File: src/rtl/uart_pkg.sv
// Shared types and constants for the system-clock UART transmitter.
package uart_pkg;

    localparam int unsigned UART_DATA_BITS = 8;

    typedef enum logic [2:0] {
        IDLE,
        START,
        DATA,
        PARITY,
        STOP
    } tx_state_t;

    function automatic int unsigned bit_cycles(input int unsigned clock_rate,
                                               input int unsigned baud_rate);
        return clock_rate / baud_rate;
    endfunction

endpackage

File: src/rtl/uart_tx_fifo.sv
// Synchronous byte FIFO feeding the UART transmitter; head is read combinationally.
module uart_tx_fifo #(
    parameter int unsigned DEPTH = 4,
    parameter int unsigned WIDTH = 8
) (
    input  logic                       clk,
    input  logic                       rst,
    input  logic                       push,
    input  logic [WIDTH-1:0]           din,
    input  logic                       pop,
    output logic [WIDTH-1:0]           dout,
    output logic [$clog2(DEPTH+1)-1:0] count,
    output logic [$clog2(DEPTH+1)-1:0] count_next,
    output logic                       full,
    output logic                       empty
);

    localparam int unsigned PTR_W = $clog2(DEPTH);
    localparam int unsigned CNT_W = $clog2(DEPTH + 1);

    logic [WIDTH-1:0] mem_q [DEPTH];
    logic [PTR_W-1:0] wr_ptr_q, wr_ptr_d;
    logic [PTR_W-1:0] rd_ptr_q, rd_ptr_d;
    logic [CNT_W-1:0] count_q, count_d;
    logic             do_push, do_pop;

    // A push while full is dropped even if a pop happens on the same edge.
    assign full    = (count_q == CNT_W'(DEPTH));
    assign empty   = (count_q == '0);
    assign do_push = push && !full;
    assign do_pop  = pop && !empty;

    always_comb begin
        wr_ptr_d = wr_ptr_q;
        rd_ptr_d = rd_ptr_q;
        count_d  = count_q;
        if (do_push) wr_ptr_d = wr_ptr_q + PTR_W'(1);
        if (do_pop)  rd_ptr_d = rd_ptr_q + PTR_W'(1);
        case ({do_push, do_pop})
            2'b10:   count_d = count_q + CNT_W'(1);
            2'b01:   count_d = count_q - CNT_W'(1);
            default: count_d = count_q;
        endcase
    end

    always_ff @(posedge clk or posedge rst) begin
        if (rst) begin
            wr_ptr_q <= '0;
            rd_ptr_q <= '0;
            count_q  <= '0;
        end else begin
            wr_ptr_q <= wr_ptr_d;
            rd_ptr_q <= rd_ptr_d;
            count_q  <= count_d;
        end
    end

    always_ff @(posedge clk) begin
        if (do_push) mem_q[wr_ptr_q] <= din;
    end

    assign dout       = mem_q[rd_ptr_q];
    assign count      = count_q;
    assign count_next = count_d;

endmodule

File: src/rtl/uart_tx_stream.sv
// Buffered 8N1 UART transmitter on the system clock.
// Define UART_TX_PARITY_EN to insert an even-parity bit between data and stop.
module uart_tx_stream
    import uart_pkg::*;
#(
    parameter int unsigned CLOCK_RATE = 100_000_000,
    parameter int unsigned BAUD_RATE  = 9600,
    parameter int unsigned FIFO_DEPTH = 4
) (
    input  logic                            clk,
    input  logic                            rst,
    input  logic [7:0]                      data,
    input  logic                            dataValid,
    output logic                            dataReady,
    output logic                            txd,
    output logic                            idle,
    output logic [$clog2(FIFO_DEPTH+1)-1:0] fifoCount
);

    localparam int unsigned BIT_CYCLES = bit_cycles(CLOCK_RATE, BAUD_RATE);
    localparam int unsigned BAUD_W     = (BIT_CYCLES > 1) ? $clog2(BIT_CYCLES) : 1;
    localparam int unsigned IDX_W      = $clog2(UART_DATA_BITS);
    localparam int unsigned CNT_W      = $clog2(FIFO_DEPTH + 1);

    tx_state_t                 state_q, state_d;
    logic [BAUD_W-1:0]         baud_q, baud_d;
    logic [IDX_W-1:0]          bit_q, bit_d;
    logic [UART_DATA_BITS-1:0] shift_q, shift_d;
    logic                      txd_q, txd_d;
    logic                      idle_q, idle_d;

    logic                      tick;
    logic                      push, pop;
    logic [UART_DATA_BITS-1:0] fifo_head;
    logic                      fifo_full, fifo_empty;
    logic [CNT_W-1:0]          fifo_count, fifo_count_next;

    uart_tx_fifo #(
        .DEPTH (FIFO_DEPTH),
        .WIDTH (UART_DATA_BITS)
    ) u_fifo (
        .clk        (clk),
        .rst        (rst),
        .push       (push),
        .din        (data),
        .pop        (pop),
        .dout       (fifo_head),
        .count      (fifo_count),
        .count_next (fifo_count_next),
        .full       (fifo_full),
        .empty      (fifo_empty)
    );

    assign dataReady = !fifo_full;
    assign push      = dataValid && dataReady;
    assign tick      = (baud_q == BAUD_W'(BIT_CYCLES - 1));

    // Next state; txd and idle are computed from the next state so they register in step.
    always_comb begin
        state_d = state_q;
        baud_d  = baud_q;
        bit_d   = bit_q;
        shift_d = shift_q;
        pop     = 1'b0;
        txd_d   = 1'b1;
        idle_d  = 1'b0;

        case (state_q)
            IDLE: begin
                if (!fifo_empty) begin
                    pop     = 1'b1;
                    shift_d = fifo_head;
                    baud_d  = '0;
                    state_d = START;
                end
            end
            START: begin
                if (tick) begin
                    baud_d  = '0;
                    bit_d   = '0;
                    state_d = DATA;
                end else begin
                    baud_d = baud_q + BAUD_W'(1);
                end
            end
            DATA: begin
                if (tick) begin
                    baud_d = '0;
                    if (bit_q == IDX_W'(UART_DATA_BITS - 1)) begin
                        bit_d = '0;
`ifdef UART_TX_PARITY_EN
                        state_d = PARITY;
`else
                        state_d = STOP;
`endif
                    end else begin
                        bit_d = bit_q + IDX_W'(1);
                    end
                end else begin
                    baud_d = baud_q + BAUD_W'(1);
                end
            end
`ifdef UART_TX_PARITY_EN
            PARITY: begin
                if (tick) begin
                    baud_d  = '0;
                    state_d = STOP;
                end else begin
                    baud_d = baud_q + BAUD_W'(1);
                end
            end
`endif
            STOP: begin
                if (tick) begin
                    baud_d = '0;
                    if (!fifo_empty) begin
                        pop     = 1'b1;
                        shift_d = fifo_head;
                        state_d = START;
                    end else begin
                        state_d = IDLE;
                    end
                end else begin
                    baud_d = baud_q + BAUD_W'(1);
                end
            end
            default: state_d = IDLE;
        endcase

        case (state_d)
            START:   txd_d = 1'b0;
            DATA:    txd_d = shift_d[bit_d];
`ifdef UART_TX_PARITY_EN
            PARITY:  txd_d = ^shift_d;
`endif
            default: txd_d = 1'b1;
        endcase

        idle_d = (state_d == IDLE) && (fifo_count_next == '0);
    end

    always_ff @(posedge clk or posedge rst) begin
        if (rst) begin
            state_q <= IDLE;
            baud_q  <= '0;
            bit_q   <= '0;
            shift_q <= '0;
            txd_q   <= 1'b1;
            idle_q  <= 1'b1;
        end else begin
            state_q <= state_d;
            baud_q  <= baud_d;
            bit_q   <= bit_d;
            shift_q <= shift_d;
            txd_q   <= txd_d;
            idle_q  <= idle_d;
        end
    end

    assign txd       = txd_q;
    assign idle      = idle_q;
    assign fifoCount = fifo_count;

endmodule
File: config.mk
export PLATFORM = sky130hd
export DESIGN_NAME = uart_tx_stream
export DESIGN_NICKNAME = d
export VERILOG_FILES = /design/src/rtl/uart_pkg.sv /design/src/rtl/uart_tx_fifo.sv /design/src/rtl/uart_tx_stream.sv
export SDC_FILE = /design/constraint.sdc
export NUM_CORES = 1
export LEC_CHECK = 0
export ABC_AREA = 1
export CORE_MARGIN = 4
export CORE_UTILIZATION = 35
export CTS_BUF_LIST = sky130_fd_sc_hd__clkbuf_2 sky130_fd_sc_hd__clkbuf_4 sky130_fd_sc_hd__clkbuf_8
export CTS_CLUSTER_DIAMETER = 80
export DETAILED_ROUTE_END_ITERATION = 6
export HOLD_SLACK_MARGIN = 0.06
export PLACE_DENSITY = 0.59
export SLEW_MARGIN = 20
export SYNTH_ARGS = -nofsm -noshare
export SYNTH_HDL_FRONTEND = slang
export SYNTH_HIERARCHICAL = 1
export SYNTH_SLANG_ARGS = --single-unit
File: constraint.sdc
create_clock -name clk -period 4.1 [get_ports clk]
set_clock_uncertainty 0.05 [all_clocks]
set_input_delay 0.82 -clock clk [delete_from_list [all_inputs] [get_ports clk]]
set_output_delay 0.82 -clock clk [all_outputs]
set_load 0.1 [all_outputs]
Yosys cells after proc, flatten, opt, wreduce, memory -nomap -nowiden
Memory sizes are Yosys's and may differ from the RTL's.
Cells that the tools add are included.
Widths: inputs -> output; s select.

cells by class
  add/subtract/negate cells = 6
  $lt $le $gt $ge = 1
  eq/ne operators = 11
  mux-type cells = 26
  reduce and logical (&&, ||, !) cells = 13

operators by type and width
  cell                   count
  $mux 14                2
  $pmux 14 s2            1
  $mux 3                 8
  $mux 8                 2
  $pmux 8 s2             1
  $add 14x1->14 const B  1
  $eq 14x14->1 const B   1
  $logic_not 3->1        4
  $pmux 3 s2             2
  $pmux 3 s4             1
  $eq 3x3->1 const B     3
  $add 3x1->3 const B    2
  $eq 3x1->1 const B     2
  $eq 3x2->1 const B     2
  $mux 1                 6
  $add 2x1->2 const B    2
  $logic_and 1x1->1      4
  $lt 3x4->1 const B     1
  $pmux 1 s2             2
  $bmux 1 s3             1
  $reduce_or 3->1        1
  $sub 3x1->3 const B    1
  $eq 2x1->1 const B     1
  $eq 2x2->1 const B     1
  4 further kinds        5

word-level totals
  bits in registers = 37
  bits in writable memories = 32
  output and inout bits = 6
  word-level logic and storage cells = 67
  memories kept = 1

memories
  memory        words  bits a word  rd ports  clocked after memory_dff  write ports  RTL line            text
  u_fifo.mem_q  4      8            1         0                         1            uart_tx_fifo.sv:21  logic [WIDTH-1:0] mem_q [DEPTH];

Logic depth before layout (Yosys ltp)
  depth in word-level cells = 9
  gate-level depth with buffers = 20
  gate-level depth less buffers = 20

Cells and area by module
The synthesis kept the hierarchy.

by module, submodules not included
  module          times used  cells each  area an instance (um^2)  sequential area each (um^2)
  uart_tx_stream  1           255         1865.5                   753.2
  uart_tx_fifo    1           155         1755.4                   1136.1

Worst setup path after synthesis
Ideal clock, no wire load.

  path kind = register to register
  start point = register u_fifo.count_q[0], in the netlist u_fifo/count[0]
  end point = register idle_q, in the netlist idle
  arrival = 3.433 ns
  data required time = 3.968 ns
  setup slack = 0.535 ns
  stages on the path, launching flop included = 19
  period minus slack after synthesis = 3.565 ns
  cells stage by stage = dfrtp_1 > inv_1 > nand3_2 > inv_1 > clkbuf_1 > nor2_1 > nand2_4 > inv_1 > nand2_1 > inv_1 > ha_1 > inv_1 > fa_1 > nand2_1 > nand3_1 > nand2_1 > nand2_1 > or3_1 > nor3_1

on the way
  cells in the longest elaborated chain, start to end = 9
  elaborated cells on any way between the ends = 22
  those cells by class = add/sub: 2; eq/ne: 3; mux: 8; reduce/logical: 9

ends and longest elaborated chain
  element                                   RTL line                                     text
  start, declared                           uart_tx_fifo.sv:24                           logic [CNT_W-1:0] count_q, count_d;
  start signal, assigned                    uart_tx_fifo.sv:54                           count_q <= count_d;
  $logic_not 3->1 (*)                       uart_tx_fifo.sv:29                           assign empty = (count_q == '0);
  via fifo_empty                            uart_tx_stream.sv:35                         logic fifo_full, fifo_empty;
  $mux 1 (*)                                uart_tx_stream.sv:70, uart_tx_stream.sv:116
  $mux 1                                    uart_tx_stream.sv:114                        if (tick) begin
  $pmux 1 s2 (*)                            uart_tx_stream.sv:68                         case (state_q)
  via pop                                   uart_tx_stream.sv:33                         logic push, pop;
  $logic_and 1x1->1 (*)                     uart_tx_fifo.sv:31                           assign do_pop = pop && !empty;
  via u_fifo.do_pop                         uart_tx_fifo.sv:25                           logic do_push, do_pop;
  $eq 2x1->1 or $eq 2x2->1 (tied branches)  uart_tx_fifo.sv:39                           case ({do_push, do_pop})
  $pmux 3 s2 (*)                            uart_tx_fifo.sv:39
  via fifo_count_next[2]                    uart_tx_stream.sv:36                         logic [CNT_W-1:0] fifo_count, fifo_count_next;
  $logic_not 3->1 (*)                       uart_tx_stream.sv:139                        idle_d = (state_d == IDLE) && (fifo_count_next == '0);
  $logic_and 1x1->1 (*)                     uart_tx_stream.sv:139
  via idle_d                                uart_tx_stream.sv:30                         logic idle_q, idle_d;
  end signal, assigned                      uart_tx_stream.sv:156                        idle_q <= idle_d;
  end, declared                             uart_tx_stream.sv:30

Mark *: on every way through the listed nets, which the timed path passes. The rest lies on a longest branch.
A chain may end at the register's enable or synchronous reset.

Worst setup path in the final report
  start point = register u_fifo.count_q[0], in the netlist u_fifo/count[0]
  end point = output dataReady

on the way
  cells in the longest elaborated chain, start to end = 2

ends and longest elaborated chain
  element          RTL line              text
  $eq 3x3->1       uart_tx_fifo.sv:28    assign full = (count_q == CNT_W'(DEPTH));
  via fifo_full    uart_tx_stream.sv:35
  $logic_not 1->1  uart_tx_stream.sv:54  assign dataReady = !fifo_full;
  end, declared    uart_tx_stream.sv:14  output logic dataReady,

The timed path passes the listed nets, and every way through them passes these cells.

==> key figures <==
Status
  – Outcome: finished, final reports clean

Critical path
  – Worst path buffer plus inverter count: 4
  – Most frequent CP cell: inv_1
  – Crit path max-delay cell type: clkdlybuf4s50_1
  – R2R depth: 18
  – Worst Path Arrival: approximately 2.2 ns
  – CP max FO: 4
  – Levels on crit path: 5
  – CP Launch Point: u_fifo/count[0]
  – Startpoint types: flip-flop
  – Worst path cell trace: inv_1 > nand3_2 > inv_1 > inv_1 > clkdlybuf4s50_1
  – Crit. End Element: output port
  – WS Path Type: flip-flop to output port
  – Cell family with most CP delay: buffers and inverters
  – Worst R2R Start: baud_q[9]
  – Slowest stage delay, CP: 1.12 ns
  – Critical Path RT: 3.23 ns

Die
  – Core ar.: 9910 sq um
  – Chip width: 109.7 um
  – # IOs: 17
  – # rows: 36
  – Die H: 109.7 um
  – Initial Util: 36.54%
  – Area of the die: 12,040 sq um

Routing
  – Final wirelength: between 6000 and 7000 um
  – Post-DRT Antenna Nets: 0
  – WL per Instance: 11.87 um
  – Vias: between 2,000 and 3,000
  – First-pass DRT Iterations: 5
  – Routed vias/inst: around 4.6
  – DR iter-0 viols: 119
  – Drt drc: 0

Clocking
  – CTS tree: built
  – Clk_lat worst skew: approximately 0.35 ns
  – CTS Sinks: 69
  – Clock transition at path regs: 0.08 ns
  – Post_cts resized: 0
  – Worst-case clock buffer depth: 2
  – Setup Fix Bufs, Post-CTS: 0
  – CTS Buf Count: 9
  – CTS Hold Buffers Added: 0
  – Root Buffer: clkbuf_8
  – H-tree lvl count: 3

STA
  – Final setup TNS: 0 ns
  – Post-layout min period: 3.068 ns
  – Hold violation total from the final report: 0
  – Highest clock rate: 0.3259 GHz
  – RSZ-0062 raised after global routing: no
  – Final setup fails: 0
  – Tcrit/Tclk final: 74.83%
  – Final slew viol count: 0
  – Worst hold margin: approximately 0.46 ns
  – Setup slack after layout: about 1.0 ns
  – Worst-margin pin slew: between 0.9 and 1 ns
  – Relative slew slack: 35.17%

Synth
  – Yosys warns: 6
  – Post-Synth Simple-Gate Area: 24.26%
  – Synth Area per Inst: 8.832 sq um
  – Ys async rst share: 53.62%
  – Commonest register cell after synthesis: dfrtp_1
  – XOR/XNOR share of the synthesized area: 0.4838%
  – Post-synthesis adder-cell area fraction: 3.317%
  – Mapped Cells: 410
  – Yosys cell types: 39
  – Area share of the largest cell type after synthesis: 26.54%
  – Mapped Area: 3621 sq um
  – Number of synthesized flops with an enable pin: 32
  – Synthesized flop and latch total: 69
  – Seq/Total Area, Yosys: a little over half
  – Mux cell area share after synthesis: 0%
  – Compound-Gate Fraction of Synth Area: approximately a tenth
  – Synthesized Nets: 430
  – Largest family of logic cells by synthesized area: simple AND/OR/NAND/NOR gates
  – Yosys top cell by area: edfxtp_1
  – Synth area leaders: edfxtp_1 (27%), dfrtp_1 (24%), nand2_1 (10%)

Cells and area
  – Filler instances: 997
  – Post-layout util: 41.67%
  – Commonest non-fill, non-tap cell in the layout: nand2_1
  – Layout cells sized above 1: 11.90%
  – Register area: 1889 sq um
  – N_diodes: 0
  – Area Overhead vs Synth: 14.03%
  – Most frequent cells in the layout: nand2_1 (99), inv_1 (75), dfrtp_1 (35)
  – Final nets: around 450
  – Multi-input gate area: 1369 sq um

Placed design
  – Placer congestion estimate: ~0.82
  – I/O Buffers: 16
  – Detailed Place HPWL: a little under 5000 um
  – Place WS: roughly 1.0 ns

Run
  – Max_cap viols: 0

Global routing
  – Gr ovfl total: 0
  – First-pass GRT wire length: 11,500 um
  – Tot GR Track Use: 12.34%
  – Pin count of the biggest net entering global routing: 34
  – Antenna violations before repair: 0
  – Number of global-route vias before repair: about 2,500

Power and ir drop
  – Worst VDD drop: 288.0 uV
  – Pleak: 1.816 nW
  – Pwr per Cell Area: 640.3 nW/um^2

Min path
  – Cell depth of the worst hold path: 1
  – Worst hold path startpoint: baud_q[0]
  – Min-Delay Path Class: flip-flop to flip-flop
## metal layers
metal  part of all wire (%)  track usage, %  vias to the layer above
li1                       -               -                     1371
met1                     50           16.50                     1212
met5                      0               0                        -
met4                    1.2           4.007                        0
met2                     45           19.44                       35
met3                    3.7           3.347                        8
## report_power, final
| part | switching (mW) | leakage, nW | internal [mW] |
|---|---|---|---|
| Clock | 0.287 | 0.112 | 0.352 |
| Combinational | 0.697 | 0.947 | 0.302 |
| Sequential | 0.100 | 0.756 | 0.906 |
| Total | 1.08 | 1.82 | 1.56 |
## cell usage after synthesis, types with 2 or more instances
| cell type | n |
|---|---|
| a211oi_1 | 2 |
| a21oi_1 | 17 |
| a31oi_1 | 2 |
| buf_4 | 2 |
| buf_6 | 2 |
| dfrtp_1 | 35 |
| dfstp_2 | 2 |
| edfxtp_1 | 32 |
| ha_1 | 8 |
| inv_1 | 75 |
| inv_2 | 7 |
| nand2_1 | 99 |
| nand2_2 | 4 |
| nand2_4 | 3 |
| nand3_1 | 25 |
| nand3_2 | 3 |
| nand3b_1 | 3 |
| nand4_1 | 2 |
| nor2_1 | 30 |
| nor2_2 | 7 |
| nor2_4 | 2 |
| nor3_1 | 3 |
| nor3_4 | 2 |
| o211ai_1 | 17 |
| o21ai_0 | 8 |
| o21ai_1 | 3 |
| o21ai_2 | 3 |
## stage by stage
| step | instances | cell area, sq um | power, mW |
|---|---|---|---|
| 4_1_cts | 570 | 4129 | 2.672 |
| 3_5_place_dp | 554 | 3900 | 2.024 |
| 5_1_grt | 570 | 4129 | 2.845 |
| 3_3_place_gp | 554 | 3900 | 2.010 |
| 2_1_floorplan | 410 | 3621 | 1.816 |
| 6_report | 570 | 4129 | 2.644 |
## path summary, 6_finish.rpt
kind,to,slack (ns)
setup / recovery,dataReady,1.03
hold / removal,baud_q[0],0.46
setup reg to reg,idle,1.11
hold reg to reg,baud_q[0],0.46
max in group asynchronous,idle,2.86
min in group asynchronous,u_fifo/count[0],0.69
## registers in the layout (all words and copies together) (netlist names)
signal / cells
shift_q: 8
u_fifo/rd_ptr_q: 2
u_fifo/count: 3
u_fifo/wr_ptr_q: 2
state_q: 3
baud_q: 14
txd: 1
idle: 1
u_fifo/mem_q: 32
bit_q: 3
## layout make-up
class	count	area share, %
clock inverter	7	2.545
sequential	69	45.76
inverter	82	7.455
clock buffer	9	3.000
tap	133	4.030
timing repair buffer	17	4.061
multi-input combinational	253	33.15
## logic make-up (layout without fill, tap and decap cells)
group | Yosys count | count (layout)
AOI/OAI and AO/OA | 55 | 55
xor gates and xnor gates | 2 | 2
adders and majority gates | 9 | 9
buffers and inverters | 88 | 115
DFF | 69 | 69
and+or+nand+nor | 187 | 187
Power figures use the tool's default switching activity.
